[src/rtl/digit_rom_arbiter.sv]
// Round-robin arbiter sharing one registered-output glyph ROM among NREQ text fields.
// Tags follow each read through the ROM latency so the colour returns to its owner.
`ifndef WARNING
`define WARNING 12'hF00
`endif

module digit_rom_arbiter #(
    parameter int NREQ    = 4,
    parameter int ROM_LAT = 1
) (
    input  logic                clk,
    input  logic                rst,
    input  logic [NREQ-1:0]     req,
    input  logic [6*NREQ-1:0]   req_x,
    input  logic [3*NREQ-1:0]   req_y,
    input  logic [4*NREQ-1:0]   req_digit,
    output logic [NREQ-1:0]     gnt,
    output logic [5:0]          rom_x,
    output logic [2:0]          rom_y,
    output logic [3:0]          rom_a0,
    input  logic [11:0]         rom_color,
    output logic [NREQ-1:0]     rsp_valid,
    output logic [11:0]         rsp_color,
    output logic                rsp_warn,
    output logic                busy
);

    localparam int PW = (NREQ > 2) ? $clog2(NREQ) : 1;

    logic [PW-1:0]              r_ptr;
    logic [ROM_LAT:0]           r_vld;
    logic [ROM_LAT:0][PW-1:0]   r_id;

    logic [2*NREQ-1:0]          w_dbl;
    logic [NREQ-1:0]            w_rot;
    logic [NREQ-1:0]            w_gnt;
    logic [PW-1:0]              w_off;
    logic [PW-1:0]              w_idx;
    logic [PW:0]                w_sum;
    logic                       w_any;
    logic [5:0]                 w_x;
    logic [2:0]                 w_y;
    logic [3:0]                 w_d;

    always_comb begin
        w_dbl = {req, req} >> r_ptr;
        // Low half is req rotated by ptr; the high half is a subset of it, so OR-ing is harmless.
        w_rot = w_dbl[NREQ-1:0] | w_dbl[2*NREQ-1:NREQ];
        w_any = |w_rot;
        w_off = '0;
        for (int k = NREQ - 1; k >= 0; k--) begin
            if (w_rot[k]) w_off = PW'(k);
        end
        w_sum = {1'b0, r_ptr} + {1'b0, w_off};
        if (w_sum >= (PW+1)'(NREQ)) w_sum = w_sum - (PW+1)'(NREQ);
        w_idx = w_sum[PW-1:0];

        w_gnt = '0;
        w_x   = '0;
        w_y   = '0;
        w_d   = '0;
        for (int k = 0; k < NREQ; k++) begin
            if (w_any && (w_idx == PW'(k))) begin
                w_gnt[k] = 1'b1;
                w_x      = req_x[6*k +: 6];
                w_y      = req_y[3*k +: 3];
                w_d      = req_digit[4*k +: 4];
            end
        end
    end

    always_ff @(posedge clk or posedge rst) begin
        if (rst) begin
            r_ptr  <= '0;
            rom_x  <= '0;
            rom_y  <= '0;
            rom_a0 <= '0;
            r_vld  <= '0;
            r_id   <= '0;
        end else begin
            r_vld[0] <= w_any;
            r_id[0]  <= w_idx;
            for (int s = 1; s <= ROM_LAT; s++) begin
                r_vld[s] <= r_vld[s-1];
                r_id[s]  <= r_id[s-1];
            end
            if (w_any) begin
                r_ptr  <= (w_idx == PW'(NREQ - 1)) ? '0 : w_idx + PW'(1);
                rom_x  <= w_x;
                rom_y  <= w_y;
                rom_a0 <= w_d;
            end
        end
    end

    always_comb begin
        rsp_valid = '0;
        for (int k = 0; k < NREQ; k++) begin
            if (r_vld[ROM_LAT] && (r_id[ROM_LAT] == PW'(k))) rsp_valid[k] = 1'b1;
        end
    end

    assign gnt       = w_gnt;
    assign rsp_color = rom_color;
    assign rsp_warn  = r_vld[ROM_LAT] && (rom_color == `WARNING);
    assign busy      = |r_vld;

endmodule

[config.mk]
export PLATFORM = sky130hd
export DESIGN_NAME = digit_rom_arbiter
export DESIGN_NICKNAME = d
export VERILOG_FILES = /design/src/rtl/digit_rom_arbiter.sv
export SDC_FILE = /design/constraint.sdc
export NUM_CORES = 1
export LEC_CHECK = 0
export CAP_MARGIN = 15
export CORE_UTILIZATION = 36
export CTS_CLUSTER_SIZE = 40
export DETAILED_ROUTE_END_ITERATION = 8
export PLACE_DENSITY = 0.81
export SYNTH_ARGS = -nofsm -noshare
export SYNTH_HDL_FRONTEND = slang
export SYNTH_SLANG_ARGS = --single-unit
[constraint.sdc]
create_clock -name clk -period 4.03 [get_ports clk]
set_input_delay 0.806 -clock clk [delete_from_list [all_inputs] [get_ports clk]]
set_output_delay 0.806 -clock clk [all_outputs]
set_load 0.01 [all_outputs]
==> impl_metrics.ini, run 1 <==
[global_routing]
grt_use_total_pct = 19.53
grt_pass1_vias = 1594
antenna_found_initial = 0
grt.overflow.total = 0
grt_pass1_wl_um = 6782
grt_max_degree = 28

[floorplanning]
dieArea_um2 = 4569
die_w_um = 67.60
initial_core_util_pct = 38.17
core_area_um2 = 4058
num_io_pins = 105
fp-row-count = 23
die-height_um = 67.60

[routing]
dr.pass1.iters = 4
drt-total-wl_um = 4480
drt_drc_violations_left = 0
vias = 1705
wl_per_cell_um = 13.22
drt_iter0_drc = 71
postRouteAntennaNets = 0
vias_per_cell = 5.029

[critical_path]
path_max_fanout = 6
crit_chain = dlygate4sd2_1 > nor2b_1 > a22o_1 > nand2_1 > o211ai_1 > ha_1 > xnor2_2 > xnor2_2 > ha_1 > and2_1 > clkdlybuf4s50_1
arrival_ns = 3.05
path_class = input pin to output pin
cp_top_family = buffers and inverters
max_stage_delay_ns = 0.54
start_kind = input pin
slowest_stage = clkdlybuf4s50_1
cp.required_ns = 3.22
crit_buf_inv = 2
crit_path_end_kind = output pin

[run]
max_cap_violations = 0

[clock_network]
h-tree-depth = 1
cts_buffers = 3
cts_max_path_buffers = 2
clock_sinks = 21
clockRootBuffer = clkbuf_8
clk_latency_ns = 0.26
cts_tree = done
cts_setup_buffers = 0
cts_hold_buf = 0
clk_pin_slew_ns = 0.08

[timing]
setup_viol = 0
tightest_slew_ns = 0.7907
fin_crit_ns = 3.859
min_period_over_period_pct = 95.77
rsz0062_at_grt = false
fin_skew_ns = 0.005006
hold_viol = 0
slew_viol_final = 0
tns_ns = 0
slew_headroom_pct = 47.23
fmax_mhz = 259.1

[placement]
dp_hpwl_um = 3545
numPortBuffers = 104
routabilityCongestion = 0.7087
placed_area_um2 = 2555

[yosys]
ys_seq_elements = 21
synth-compound-area-share_pct = 26.33
syn_avg_cell_area_um2 = 7.784
synth_cell_types = 39
synthMuxAreaShare_pct = 1.373
synth_simple_gate_area_share_pct = 18.34
syn_nets = 274
syn_inst = 199
synth_top_area_share_pct = 33.93
ys_top_cells_by_area = dfrtp_1, a21oi_1, buf_4, a22oi_1, nor2_1
synth.cell_area_um2 = 1549
seq_area_frac_synth_pct = 33.93
ys_warn_count = 0
yosysTopAreaCell = dfrtp_1
synth_top_family_by_area = compound AO/OA/AOI/OAI gates
synth_fa_ha_area_share_pct = 4.039
synth_xor_xnor_area_share_pct = 1.696

[finish]
drive_above_1_share_pct = 7.266
fill_cells = 339
nNetsFinal = 365
multi_input_area_um2 = 824.5
final_cell_mix = clkdlybuf4s50_1, a21oi_1, dfrtp_1
finalInstanceArea_um2 = 2628
syn2layout_area_growth_pct = 69.63
utilization_pct = 64.75
regArea_um2 = 525.5
num_antenna_cells = 0
final_common_cell = clkdlybuf4s50_1

[power]
seqPwrFrac_pct = 18.4
swShare_pct = 44.88
p_leak_nw = 1.144
clkPwrFrac_pct = 6.2
power_switching_w = 0.0009768
p_comb_share_pct = 75.4
power.internal_w = 0.001200
power.density_nw_per_um2 = 828.3
ir_drop_v = 0.0006831

[status]
status = completed

[worst_hold_path]
hold_class = register to register
-- final timing paths --
check / endpoint / cells after the start / slack [ns] / start
worst max-delay path: gnt[3] / 11 / 0.17 / req[3]
max in group asynchronous: r_ptr[1]$_DFFE_PP0P_ / 2 / 2.54 / rst
worst max register to register: rom_y[2]$_DFFE_PP0P_ / 13 / 1.02 / r_ptr[0]$_DFFE_PP0P_
worst min-delay path: r_id[2]$_DFF_PP0_ / 0 / 0.35 / r_id[0]$_DFF_PP0_
worst min register to register: r_id[2]$_DFF_PP0_ / 0 / 0.35 / r_id[0]$_DFF_PP0_
min in group asynchronous: rom_x[4]$_DFFE_PP0P_ / 2 / 1.00 / rst
-- timing repair --
action | in CTS | in global routing
endpoints found under the setup margin | 4 | 2
hold endpoints to repair | 0 | 0
gates resized for setup | 5 | 6
pin swaps | 0 | 1
-- layer usage --
metal	vias up	part of all wire, %	global-route usage [%]
met1	769	38	20.62
met5	-	0	0
met3	2	9.8	4.899
met2	76	52	38.49
met4	0	0.49	3.191
li1	858	-	-
-- worst register-to-register path, stage by stage (launching register included) --
cell,delay [ns]
dfrtp_1,0.49
nor2b_1,0.21
a22o_1,0.18
nand2_1,0.06
o211ai_1,0.10
ha_1,0.23
xnor2_2,0.21
xor2_1,0.25
ha_2,0.22
buf_4,0.24
nor2b_1,0.11
a221oi_1,0.36
a211o_1,0.16
a31oi_1,0.08
-- Yosys cell counts --
| cell | n |
|---|---|
| a21oi_1 | 33 |
| dfrtp_1 | 21 |
| nor2_1 | 19 |
| nand2_1 | 17 |
| inv_1 | 15 |
| buf_4 | 12 |
| o21ai_0 | 11 |
| a22oi_1 | 10 |
| clkbuf_1 | 8 |
| ha_1 | 5 |
| and2_1 | 4 |
| a211o_1 | 3 |
| a221oi_1 | 3 |
| a31oi_1 | 3 |
| buf_2 | 3 |
| nor2b_1 | 3 |
| buf_1 | 2 |
| buf_6 | 2 |
| nor3_1 | 2 |
| nor3b_1 | 2 |
| nor4_1 | 2 |
| xnor2_1 | 2 |
| a22o_1 | 1 |
| and2b_1 | 1 |
| and3_1 | 1 |
| and3b_1 | 1 |
| mux2_2 | 1 |
| mux2i_1 | 1 |
| nand2b_1 | 1 |
| nand4_1 | 1 |
| nor4b_1 | 1 |
| o211ai_1 | 1 |
| o211ai_2 | 1 |
| o21a_1 | 1 |
| o21ai_1 | 1 |
| or2_2 | 1 |
| or4_1 | 1 |
| or4b_1 | 1 |
| xor2_1 | 1 |
-- final cells by class --
cell class / count / share of cell area (%)
inverters: 15 / 2.143
clock inverters: 1 / 0.1905
multi-input cells: 136 / 31.38
well taps: 50 / 2.381
clock buffers: 3 / 1.571
flip-flops and latches: 21 / 20.00
repair buffers: 113 / 42.33
-- metrics by stage --
step / worst slack (ns) / total power, W / cells / hold slack, ns
4_1_cts: -0.1224 / 0.002184 / 339 / 0.3520
3_3_place_gp: -0.08680 / 0.002005 / 335 / 0.3346
5_1_grt: 0.03005 / 0.002391 / 339 / 0.3630
2_1_floorplan: 0.4988 / 0.001474 / 199 / 0.3312
6_report: 0.1706 / 0.002176 / 339 / 0.3509
3_5_place_dp: -0.1676 / 0.002051 / 335 / 0.3347
-- cells by family after synthesis --
logic type	Yosys count
AO/OA/AOI/OAI	68
XOR/XNOR	3
flip-flops	21
buffers and inverters	42
AND/OR/NAND/NOR	58
multiplexers	2
adder cells (fa/ha/maj)	5
-- sequential cells by signal (all words and copies together) (netlist names) --
name	cells
rom_x	6
r_id	4
rom_a0	4
rom_y	3
r_ptr	2
r_vld	2
-- power groups by stage --
stage / combinational, W / clock, W / sequential, W
final: 0.00164 / 0.000135 / 0.000401
after CTS: 0.00164 / 0.000139 / 0.000402
after floorplan: 0.00107 / 0 / 0.000408
after global routing: 0.00183 / 0.000150 / 0.000416
after detailed placement: 0.00165 / 0 / 0.000402
after global placement: 0.00160 / 0 / 0.000400
(Power assumes the default switching activity.)
==> run 2, diff against run 1 <==
SLEW_MARGIN = 20   (was not set)
==> results of run 2 <==
The final DEF is identical to that of run 1; final timing and power are the same.
